==> src/rtl/mem_arbiter_pkg.sv <==
// Shared AXI4-Lite constants and the address-window helpers used by mem_arbiter.
package axi4;

   localparam logic [1:0] OKAY   = 2'b00;
   localparam logic [1:0] DECERR = 2'b11;

   localparam logic [2:0] PROT_PRIVILEGED  = 3'b001;
   localparam logic [2:0] PROT_NONSECURE   = 3'b010;
   localparam logic [2:0] PROT_INSTRUCTION = 3'b100;

   function automatic logic in_window(input logic [31:0] addr,
                                      input logic [31:0] base,
                                      input logic [31:0] size);
      return (addr & ~(size - 32'd1)) == base;
   endfunction

   function automatic logic [31:0] window_offset(input logic [31:0] addr,
                                                 input logic [31:0] size);
      return addr & (size - 32'd1);
   endfunction

endpackage

==> src/rtl/rr_arbiter.sv <==
// Two-way round-robin arbiter; the requester not granted last wins a tie.
module rr_arbiter (
   input  logic       clk_sys,
   input  logic       rst_b,
   input  logic [1:0] req,
   input  logic       adv,
   output logic [1:0] grant
);

   // 1 = data (req[1]) was granted last, so fetch (req[0]) is favoured.
   logic last_data;

   always_comb begin
      grant = 2'b00;
      case (req)
         2'b01:   grant = 2'b01;
         2'b10:   grant = 2'b10;
         2'b11:   grant = last_data ? 2'b01 : 2'b10;
         default: grant = 2'b00;
      endcase
   end

   always_ff @(posedge clk_sys or negedge rst_b) begin
      if (!rst_b) begin
         last_data <= 1'b1;
      end else if (adv && (grant != 2'b00)) begin
         last_data <= grant[1];
      end
   end

endmodule

==> src/rtl/mem_arbiter.sv <==
// Fetch/data AXI4-Lite read arbiter and data write forwarder onto one memory port,
// answering accesses outside [BASE, BASE+SIZE) locally with DECERR.
//
// state | meaning
// RIDLE | waiting for a read request; grant issued combinationally
// RADDR | offset address presented on mem AR channel
// RRESP | mem R channel routed to the granted requester
// RERR  | out-of-window read answered locally with DECERR
// WIDLE | waiting for data awvalid and wvalid together
// WREQ  | mem AW and W presented, each retired on its own handshake
// WRESP | mem B channel passed through to data
// WERR  | out-of-window write answered locally with DECERR
module mem_arbiter
   import axi4::*;
#(
   parameter logic [31:0] BASE = 32'h0000_0000,
   parameter logic [31:0] SIZE = 32'h0000_1000
) (
   input  logic        aclk,
   input  logic        aresetn,

   input  logic [31:0] fetch_araddr,
   input  logic [2:0]  fetch_arprot,
   input  logic        fetch_arvalid,
   output logic        fetch_arready,
   output logic [31:0] fetch_rdata,
   output logic [1:0]  fetch_rresp,
   output logic        fetch_rvalid,
   input  logic        fetch_rready,
   input  logic [31:0] fetch_awaddr,
   input  logic [2:0]  fetch_awprot,
   input  logic        fetch_awvalid,
   output logic        fetch_awready,
   input  logic [31:0] fetch_wdata,
   input  logic [3:0]  fetch_wstrb,
   input  logic        fetch_wvalid,
   output logic        fetch_wready,
   output logic [1:0]  fetch_bresp,
   output logic        fetch_bvalid,
   input  logic        fetch_bready,

   input  logic [31:0] data_araddr,
   input  logic [2:0]  data_arprot,
   input  logic        data_arvalid,
   output logic        data_arready,
   output logic [31:0] data_rdata,
   output logic [1:0]  data_rresp,
   output logic        data_rvalid,
   input  logic        data_rready,
   input  logic [31:0] data_awaddr,
   input  logic [2:0]  data_awprot,
   input  logic        data_awvalid,
   output logic        data_awready,
   input  logic [31:0] data_wdata,
   input  logic [3:0]  data_wstrb,
   input  logic        data_wvalid,
   output logic        data_wready,
   output logic [1:0]  data_bresp,
   output logic        data_bvalid,
   input  logic        data_bready,

   output logic [31:0] mem_araddr,
   output logic [2:0]  mem_arprot,
   output logic        mem_arvalid,
   input  logic        mem_arready,
   input  logic [31:0] mem_rdata,
   input  logic [1:0]  mem_rresp,
   input  logic        mem_rvalid,
   output logic        mem_rready,
   output logic [31:0] mem_awaddr,
   output logic [2:0]  mem_awprot,
   output logic        mem_awvalid,
   input  logic        mem_awready,
   output logic [31:0] mem_wdata,
   output logic [3:0]  mem_wstrb,
   output logic        mem_wvalid,
   input  logic        mem_wready,
   input  logic [1:0]  mem_bresp,
   input  logic        mem_bvalid,
   output logic        mem_bready
);

   typedef enum logic [1:0] {RIDLE, RADDR, RRESP, RERR} rstate_t;
   typedef enum logic [1:0] {WIDLE, WREQ, WRESP, WERR} wstate_t;

   rstate_t     rstate;
   wstate_t     wstate;
   logic        rwin;
   logic [1:0]  rreq;
   logic [1:0]  rgrant;
   logic [31:0] gaddr;
   logic [2:0]  gprot;
   logic        win_rready;
   logic        rd_rvalid;
   logic [31:0] rd_rdata;
   logic [1:0]  rd_rresp;
   logic        wgo;
   logic        aw_done;
   logic        w_done;

   // Fetch never writes; its write channels are accepted nowhere.
   logic unused_fetch_wr;
   assign unused_fetch_wr = ^{fetch_awaddr, fetch_awprot, fetch_awvalid, fetch_wdata,
                              fetch_wstrb, fetch_wvalid, fetch_bready};
   assign fetch_awready = 1'b0;
   assign fetch_wready  = 1'b0;
   assign fetch_bvalid  = 1'b0;
   assign fetch_bresp   = OKAY;

   // Gating with aresetn keeps every ready low while reset is held.
   assign rreq = {data_arvalid, fetch_arvalid} & {2{(rstate == RIDLE) && aresetn}};

   rr_arbiter u_rr (
      .clk_sys (aclk),
      .rst_b   (aresetn),
      .req     (rreq),
      .adv     (rstate == RIDLE),
      .grant   (rgrant)
   );

   assign fetch_arready = rgrant[0];
   assign data_arready  = rgrant[1];
   assign gaddr = rgrant[1] ? data_araddr : fetch_araddr;
   assign gprot = rgrant[1] ? data_arprot : fetch_arprot;

   always_ff @(posedge aclk or negedge aresetn) begin
      if (!aresetn) begin
         rstate      <= RIDLE;
         rwin        <= 1'b0;
         mem_araddr  <= 32'h0;
         mem_arprot  <= 3'b000;
         mem_arvalid <= 1'b0;
      end else begin
         case (rstate)
            RIDLE: begin
               if (rgrant != 2'b00) begin
                  rwin       <= rgrant[1];
                  mem_araddr <= window_offset(gaddr, SIZE);
                  mem_arprot <= gprot;
                  if (in_window(gaddr, BASE, SIZE)) begin
                     rstate      <= RADDR;
                     mem_arvalid <= 1'b1;
                  end else begin
                     rstate <= RERR;
                  end
               end
            end
            RADDR: begin
               if (mem_arready) begin
                  mem_arvalid <= 1'b0;
                  rstate      <= RRESP;
               end
            end
            RRESP: begin
               if (mem_rvalid && win_rready) rstate <= RIDLE;
            end
            RERR: begin
               if (win_rready) rstate <= RIDLE;
            end
            default: rstate <= RIDLE;
         endcase
      end
   end

   assign win_rready = rwin ? data_rready : fetch_rready;
   assign mem_rready = (rstate == RRESP) && win_rready;
   assign rd_rvalid  = ((rstate == RRESP) && mem_rvalid) || (rstate == RERR);
   assign rd_rdata   = (rstate == RRESP) ? mem_rdata : 32'h0;
   assign rd_rresp   = (rstate == RERR) ? DECERR : mem_rresp;

   // Only the winner sees the response; the other requester's R channel stays quiet.
   assign fetch_rvalid = rd_rvalid && !rwin;
   assign fetch_rdata  = rwin ? 32'h0 : rd_rdata;
   assign fetch_rresp  = rwin ? OKAY : rd_rresp;
   assign data_rvalid  = rd_rvalid && rwin;
   assign data_rdata   = rwin ? rd_rdata : 32'h0;
   assign data_rresp   = rwin ? rd_rresp : OKAY;

   assign wgo          = (wstate == WIDLE) && aresetn && data_awvalid && data_wvalid;
   assign data_awready = wgo;
   assign data_wready  = wgo;
   assign aw_done      = !mem_awvalid || mem_awready;
   assign w_done       = !mem_wvalid || mem_wready;

   always_ff @(posedge aclk or negedge aresetn) begin
      if (!aresetn) begin
         wstate      <= WIDLE;
         mem_awaddr  <= 32'h0;
         mem_awprot  <= 3'b000;
         mem_wdata   <= 32'h0;
         mem_wstrb   <= 4'h0;
         mem_awvalid <= 1'b0;
         mem_wvalid  <= 1'b0;
      end else begin
         case (wstate)
            WIDLE: begin
               if (wgo) begin
                  mem_awaddr <= window_offset(data_awaddr, SIZE);
                  mem_awprot <= data_awprot;
                  mem_wdata  <= data_wdata;
                  mem_wstrb  <= data_wstrb;
                  if (in_window(data_awaddr, BASE, SIZE)) begin
                     wstate      <= WREQ;
                     mem_awvalid <= 1'b1;
                     mem_wvalid  <= 1'b1;
                  end else begin
                     wstate <= WERR;
                  end
               end
            end
            WREQ: begin
               if (mem_awvalid && mem_awready) mem_awvalid <= 1'b0;
               if (mem_wvalid && mem_wready)   mem_wvalid  <= 1'b0;
               if (aw_done && w_done)          wstate      <= WRESP;
            end
            WRESP: begin
               if (mem_bvalid && data_bready) wstate <= WIDLE;
            end
            WERR: begin
               if (data_bready) wstate <= WIDLE;
            end
            default: wstate <= WIDLE;
         endcase
      end
   end

   assign data_bvalid = ((wstate == WRESP) && mem_bvalid) || (wstate == WERR);
   assign data_bresp  = (wstate == WERR) ? DECERR : mem_bresp;
   assign mem_bready  = (wstate == WRESP) && data_bready;

endmodule

==> config.mk <==
export PLATFORM = sky130hd
export DESIGN_NAME = mem_arbiter
export DESIGN_NICKNAME = d
export VERILOG_FILES = /design/src/rtl/mem_arbiter_pkg.sv /design/src/rtl/rr_arbiter.sv /design/src/rtl/mem_arbiter.sv
export SDC_FILE = /design/constraint.sdc
export NUM_CORES = 1
export LEC_CHECK = 0
export CORE_AREA = 2 2 176 178
export CTS_CLUSTER_DIAMETER = 60
export DETAILED_ROUTE_END_ITERATION = 8
export DIE_AREA = 0 0 178 180
export PLACE_DENSITY_LB_ADDON = 0.2
export SETUP_SLACK_MARGIN = 0.15
export SLEW_MARGIN = 20
export SYNTH_ARGS = -nofsm -noshare
export SYNTH_HDL_FRONTEND = slang
export SYNTH_SLANG_ARGS = --single-unit
==> constraint.sdc <==
create_clock -name aclk -period 2.01 [get_ports aclk]
set_clock_uncertainty 0.1 [all_clocks]
set_input_delay 0.5025 -clock aclk [delete_from_list [all_inputs] [get_ports aclk]]
set_output_delay 0.5025 -clock aclk [all_outputs]
set_load 0.01 [all_outputs]
==> results.md, run 1 <==
- Status: finished, violations left
- Violated checks: setup timing
- Worst setup SP type: flop
- Port bufs: 338
- Yosys reg bits: 75
- Min-Delay Path Class: input port to asynchronous set/reset pin
- Layout cells sized above 1: 0.359
- Largest net degree at the start of global routing: 48
- Worst-skew pair later-pin latency: 340 ps
- Crit share post-route: 1.09
- Vias in the first global route: 4,258
- YS warnings: 0
- Class of the most critical setup path: flop to primary output
- Seq/Total Area, Yosys: 0.457
- Clk sinks: 75
- Detail Route Antenna Nets: 0
- Reg clk slew, reported paths: 70 ps
- Slew HR: 0.569
- Utilization after layout: 0.291
- Core area: 30,200 sq um
- Nets: 1,032
- Max Cap Viol: 0
- H-tree depth: 3
- Drt first-iter violations: 78
- Final Slew Violations: 0
- Final count of hold timing violations: 0
- Synth Cell Area: 4110 sq um
- Global-route wire length before repair: 25.0 mm
- CTS tree: done
- Via count: 4,091
- Die Width: 178 microns
- PnR worst setup slack: -182 ps
- NetSw: 3.46 mW
- Gate Count Post-Synth: 381
- Worst-margin pin slew: 646 ps
- Leakage: 4.24 nW
- Initial antenna violation count: 1
- Highest clock rate: 456 MHz
- Comb pwr share: 0.575
- Synth cell types: 38
- Post-layout total power: 10.3 mW
- Hold buffer count at CTS: 0
- Final wirelength: 17.3 mm
- Clk buf depth: 2
- Tot GR Track Use: 0.103
- DRC viols: 0
- Clk pwr share: 0.176
- IO Count: 458
- Die area: 32,000 sq um
- Chip height: 180 microns
- CP Max Fanout: 7
- Fillers: 3,208
- Final setup viols: 70
- Critical R2R Launch: wstate[1]$_DFFE_PN0P_
- Initial Util: 0.136
- Minimum clock period: 2190 ps
- CP required: 1410 ps
- Area grow syn2layout: 114%
- Total grt overflow: 0
- RSZ-0062 raised after global routing: true
- CP startpoint: rstate[1]$_DFFE_PN0P_
- Seq pwr share: 0.248
- Number of placement rows: 64
- DR WL/cell: 14.8 microns
- DP Wirelength: 13.5 mm
- CP endpoint kind: primary output
- Sw Share: 0.335
- Arrival time worst endpoint: 1590 ps
- Drt pass-1 iters: 4
- Root Buffer: clkbuf_16
- Post-Syn Area per Cell: 10.8 sq um
- DR vias/cell: 3.50
- Maximum VDD drop: 0.421 mV
- Global placer's final weighted congestion: 0.705
- CTS Buf Count: 9
- Cell-internal power: 6.88 mW
- Pwr dens: 1180 nW/um^2
per-layer routing:
layer / share of wire / track usage
met5: 0 / 0
met4: 0.010 / 0.0269
met3: 0.12 / 0.0457
met2: 0.51 / 0.185
met1: 0.36 / 0.109
worst max-delay path, stage by stage (launching register included):
cell	delay, ps
dfrtp_1	390
buf_6	120
nand2b_4	90
nor2_4	40
buf_6	130
buf_6	110
buf_6	120
and2_1	120
buf_2	130
state kept, by name, indices dropped and copies added, names as in the netlist:
register        flops
rstate              2
wstate              2
rwin                1
mem_wstrb           4
u_rr.last_data      1
mem_awprot          3
mem_araddr         12
mem_wdata          32
mem_awaddr         12
mem_wvalid          1
mem_awvalid         1
mem_arvalid         1
mem_arprot          3
metrics by stage:
| stage | std cells | hold WS [ps] | setup slack, ps | setup TNS, ps | instance area, sq um |
|---|---|---|---|---|---|
| after floorplan | 425 | 107 | 170 | 0 | 4270 |
| after global placement | 1126 | 366 | -551 | -30380 | 7950 |
| after detailed placement | 1126 | 371 | -553 | -30620 | 7950 |
| after CTS | 1161 | 287 | -208 | -9570 | 8320 |
| after global routing | 1169 | 298 | -259 | -13050 | 8780 |
| final | 1169 | 253 | -182 | -7430 | 8780 |
cells in the final DEF (no fill, tap or decap), drive strengths merged, types with 6 or more instances in the layout:
cell type | Yosys | final
and2 | 64 | 64
buf | 55 | 138
clkbuf | 10 | 11
clkdlybuf4s50 | 0 | 182
conb | 1 | 45
dfrtp | 74 | 74
dlygate4sd2 | 0 | 54
dlymetal6s2s | 0 | 22
inv | 5 | 6
mux2 | 51 | 51
mux2i | 16 | 16
nand2 | 24 | 24
nor2 | 13 | 13
nor4 | 12 | 12
o21ai | 24 | 24
repair_timing:
| item | 4_1_cts | 5_1_grt |
|---|---|---|
| pin swaps | 48 | 26 |
| setup buffers | 16 | 7 |
| gates cloned | 3 | 0 |
| resized for setup | 442 | 114 |
| setup endpoints to repair | 131 | 94 |
final timing paths:
check	cells after the start	slack (ps)	end
min in group aclk	2	380	mem_araddr[4]$_DFFE_PN0P_
max in group asynchronous	2	1110	rstate[0]$_DFFE_PN0P_
hold / removal	2	250	mem_awaddr[8]$_DFFE_PN0P_
setup / recovery	8	-180	data_rdata[12]
hold reg to reg	2	380	mem_araddr[4]$_DFFE_PN0P_
setup reg to reg	12	200	wstate[0]$_DFFE_PN0P_
power groups by stage:
stage,Clock [mW],Combinational [mW],Sequential (mW)
finish,1.82,5.95,2.57
global placement,0,5.41,2.59
global route,2.00,6.41,2.67
floorplan,0,1.78,2.91
detailed placement,0,5.35,2.61
CTS,1.92,5.52,2.59
cells by family (layout without fill, tap and decap cells):
kind of cell           count (synthesis)  in the layout  synth area share
AO/OA/AOI/OAI                         41             41            0.0625
multiplexers                          67             67             0.179
other                                  1             46          0.000913
buffers and inverters                 70            417             0.120
AND/OR/NAND/NOR                      127            127             0.180
flip-flops                            75             75             0.457
layout make-up:
class                      instances  area, sq um  share of cell area
sequential                        75         1880               0.214
tap                              396          495              0.0564
timing repair buffer             396         3910               0.445
inverter                           5         21.3             0.00242
antenna                            1         2.50            0.000285
clock inverter                     5         85.1             0.00969
multi-input combinational        280         2140               0.244
clock buffer                      11          243              0.0277
synthesized netlist by cell type:
| library cell | instances | area share |
|---|---|---|
| o21a_1 | 2 | 0.0037 |
| nand4_1 | 2 | 0.0030 |
| nor2_1 | 12 | 0.011 |
| a21boi_4 | 1 | 0.0046 |
| inv_1 | 5 | 0.0046 |
| nor2_2 | 1 | 0.0015 |
| nor3_1 | 1 | 0.0012 |
| a21o_1 | 5 | 0.0091 |
| o21ai_0 | 16 | 0.020 |
| nor3b_4 | 1 | 0.0046 |
| nor4_1 | 12 | 0.018 |
| nand2b_1 | 2 | 0.0030 |
| clkbuf_1 | 10 | 0.0091 |
| a22oi_1 | 1 | 0.0018 |
| nor2b_1 | 1 | 0.0015 |
| and2_1 | 64 | 0.098 |
| buf_6 | 7 | 0.019 |
| buf_2 | 1 | 0.0012 |
| conb_1 | 1 | 0.00091 |
| a221oi_1 | 1 | 0.0021 |
| dfrtp_1 | 74 | 0.45 |
| mux2i_1 | 16 | 0.039 |
| dfstp_2 | 1 | 0.0064 |
| nand3_1 | 1 | 0.0012 |
| o21ai_2 | 1 | 0.0021 |
| nand4_4 | 1 | 0.0052 |
| nand2_1 | 23 | 0.021 |
| buf_4 | 47 | 0.086 |
| o31a_1 | 1 | 0.0021 |
| and3_1 | 2 | 0.0030 |
| mux2_1 | 3 | 0.0082 |
| a2bb2oi_1 | 1 | 0.0021 |
| o21ai_1 | 7 | 0.0085 |
| a21oi_1 | 4 | 0.0049 |
| a211oi_1 | 1 | 0.0018 |
| nand2_4 | 1 | 0.0027 |
| mux2_2 | 48 | 0.13 |
| or4_1 | 3 | 0.0055 |
Power figures use the tool's default switching activity.
==> run 2: changes to the inputs <==
--- a/config.mk
+++ b/config.mk
@@ -9,7 +9,7 @@
 export CTS_CLUSTER_DIAMETER = 60
 export DETAILED_ROUTE_END_ITERATION = 8
 export DIE_AREA = 0 0 178 180
-export PLACE_DENSITY_LB_ADDON = 0.2
+export PLACE_DENSITY_LB_ADDON = 0.15
 export SETUP_SLACK_MARGIN = 0.15
 export SLEW_MARGIN = 20
 export SYNTH_ARGS = -nofsm -noshare
==> run 2 against run 1 <==
  * First-iteration DRC count decreased by 49%
  * Via count increased by 0.86%
  * Sequential power about the same
  * Critical path type unchanged
  * The run still ends with setup timing left
  * Global-route usage decreased by 0.059 points
  * Power increased by 3.9%
  * Clock power increased by 3%
  * Largest power group unchanged
  * Final cell count decreased by 0.17%
  * Utilization increased by 0.59 points
  * Design area increased by 2.0%
  * Largest cell class unchanged
  * Critical path depth decreased by 1
  * Sequential share of layout area decreased by 0.41 points
  * Setup slack improved by 11 ps
==> results.md, run 2 (synthesized netlist as in run 1, its figures left out) <==
- Detail Route Antenna Nets: 0 (unchanged)
- Final setup viols: 69 (-1.4%)
- Post-layout total power: 10.8 mW (+3.9%)
- Initial Util: 0.136 (unchanged)
- Top Usage Layer GRT: met2
- CP startpoint: rstate[0]$_DFFE_PN0P_
- Chip height: 180 microns (unchanged)
- H-tree depth: 3 (unchanged)
- Top Registers: mem_wdata: 32 flops, mem_araddr: 12 flops, mem_awaddr: 12 flops
- Number of placement rows: 64 (unchanged)
- PnR worst setup slack: -170 ps (+11.3 ps)
- CP max stage delay: 380 ps (about the same)
- Root Buffer: clkbuf_16
- Clk buf depth: 2 (unchanged)
- Minimum clock period: 2180 ps (-11.3 ps)
- WHS: 140 ps (-112 ps)
- Reg2reg setup slack: 190 ps (about the same)
- CP Max Fanout: 8 (+1)
- Commonest non-fill, non-tap cells in the layout: clkdlybuf4s50_1, buf_6, dfrtp_1, and2_4, dlygate4sd2_1
- Critical R2R Launch: rstate[0]$_DFFE_PN0P_
- R2R depth: 8 (-4)
- DRC viols: 0 (unchanged)
- Final count of hold timing violations: 0 (unchanged)
- Area grow syn2layout: 118%
- Die area: 32,000 sq um (unchanged)
- Reg clk slew, reported paths: 70 ps (about the same)
- DP Wirelength: 13.1 mm (-2.9%)
- Port bufs: 338 (unchanged)
- CP required: 1410 ps (about the same)
- Critical-path cell list: nand2b_4 -> nor2_4 -> buf_6 -> buf_6 -> buf_16 -> and2_4 -> buf_6
- Final Slew Violations: 0 (unchanged)
- Crit share post-route: 1.08 (-0.00562)
- DR vias/cell: 3.54 (+1.0%)
- Cell mode on critical path: buf_6
- Pre-CTS WS: -445 ps (+108 ps)
- Leakage: 4.27 nW (+0.89%)
- Commonest non-fill, non-tap cell in the layout: clkdlybuf4s50_1
- CTS Buf Count: 9 (unchanged)
- Highest clock rate: 459 MHz (+0.52%)
- Violated checks: setup timing
- Setup crit end: fetch_rdata[5]
- Vias in the first global route: 4,122 (-3.2%)
- IO Count: 458 (unchanged)
- Max Cap Viol: 0 (unchanged)
- Worst-skew pair later-pin latency: 340 ps (about the same)
- RSZ-0062 raised after global routing: true
- R2R Path End: rstate[1]$_DFFE_PN0P_
- DR WL/cell: 15.1 microns (+2.1%)
- Drt first-iter violations: 40 (-49%)
- Clk sinks: 75 (unchanged)
- Layout cells sized above 1: 0.379 (+0.0199)
- Top reg by flops: mem_wdata
- Core area: 30,200 sq um (unchanged)
- Final wirelength: 17.6 mm (+1.9%)
- Global-route wire length before repair: 24.6 mm (-1.4%)
- Global placer's final weighted congestion: 0.701 (-0.60%)
- Class of the most critical setup path: flop to primary output
- Maximum VDD drop: 0.435 mV (+3.2%)
- Antenna fix cells: 0 (-1)
- Max stage delay cell, worst path: dfrtp_1
- Nets: 1,031 (-0.097%)
- Setup TNS Final: -6480 ps (+952 ps)
- Max reg flops: 32 (unchanged)
- Initial antenna violation count: 1 (unchanged)
- Met3 Usage GRT: 0.0400 (-0.00571)
- Pwr dens: 1200 nW/um^2 (+1.8%)
- Placed insts: 1,121 (-0.44%)
- Met2 GRT Util: 0.193 (+0.00791)
- Arrival time worst endpoint: 1580 ps (about the same)
- Die Width: 178 microns (unchanged)
- Largest net degree at the start of global routing: 48 (unchanged)
- Tot GR Track Use: 0.103 (-0.000590)
- Min-Delay Path Class: input port to asynchronous set/reset pin
- CP endpoint kind: primary output
- CTS tree: done
- Finished Layout Cells: 1,167 (-0.17%)
- GR Util met1: 0.103 (-0.00537)
- Via count: 4,126 (+0.86%)
- Worst setup SP type: flop
- Total grt overflow: 0 (unchanged)
- Status: finished, violations left
- Drt pass-1 iters: 4 (unchanged)
-- run 2: timing repair --
item                                    in CTS  in global routing
buffers inserted                            16                  8
hold buffers                                 0                  0
gates resized for setup                    446                135
pin swaps                                   38                 35
endpoints found under the hold margin        0                  0
endpoints found under the setup margin     180                 93
cloned                                       4                  2
-- run 2: stage by stage --
stage | cell area, sq um | utilization
6_report | 8960 | 0.297
2_1_floorplan | 4270 | -
4_1_cts | 8350 | 0.277
5_1_grt | 8960 | 0.297
3_5_place_dp | 7930 | 0.263
3_3_place_gp | 7930 | 0.263
-- run 2: critical path: cells and delay by family, from the launching register on --
family / cells / cell delay (ps)
buf+inv: 4 / 420
flops: 1 / 380
simple gates: 3 / 440
-- run 2: power by group --
part / switching (mW) / internal, mW / total (mW)
clock: 0.764 / 1.12 / 1.88
sequential: 0.345 / 2.23 / 2.57
combinational: 2.53 / 3.77 / 6.30
-- run 2: area by class of cell --
| cell class | instances | area (sq um) |
|---|---|---|
| multi-input cells | 280 | 2170 |
| clock buffers | 9 | 225 |
| inverters | 5 | 18.8 |
| well taps | 396 | 495 |
| repair buffers | 395 | 4060 |
| clock inverters | 7 | 108 |
| fillers | 3166 | 21200 |
| flip-flops and latches | 75 | 1880 |
-- run 2: routing by layer --
layer  vias up  wire, microns
met2       212           9530
met3        16           1740
li1       1975              -
met5         -             16
met1      1921           6130
met4         2            234
-- run 2: how the worst min path moves through the flow --
stage | to | slack, ps | from
floorplan | mem_araddr[0]$_DFFE_PN0P_ | 110 | aresetn
global placement | mem_araddr[1]$_DFFE_PN0P_ | 360 | mem_araddr[1]$_DFFE_PN0P_
detailed placement | mem_araddr[1]$_DFFE_PN0P_ | 370 | mem_araddr[1]$_DFFE_PN0P_
CTS | mem_wdata[11]$_DFFE_PN0P_ | 160 | aresetn
global route | mem_wdata[10]$_DFFE_PN0P_ | 160 | aresetn
finish | mem_wdata[11]$_DFFE_PN0P_ | 140 | aresetn
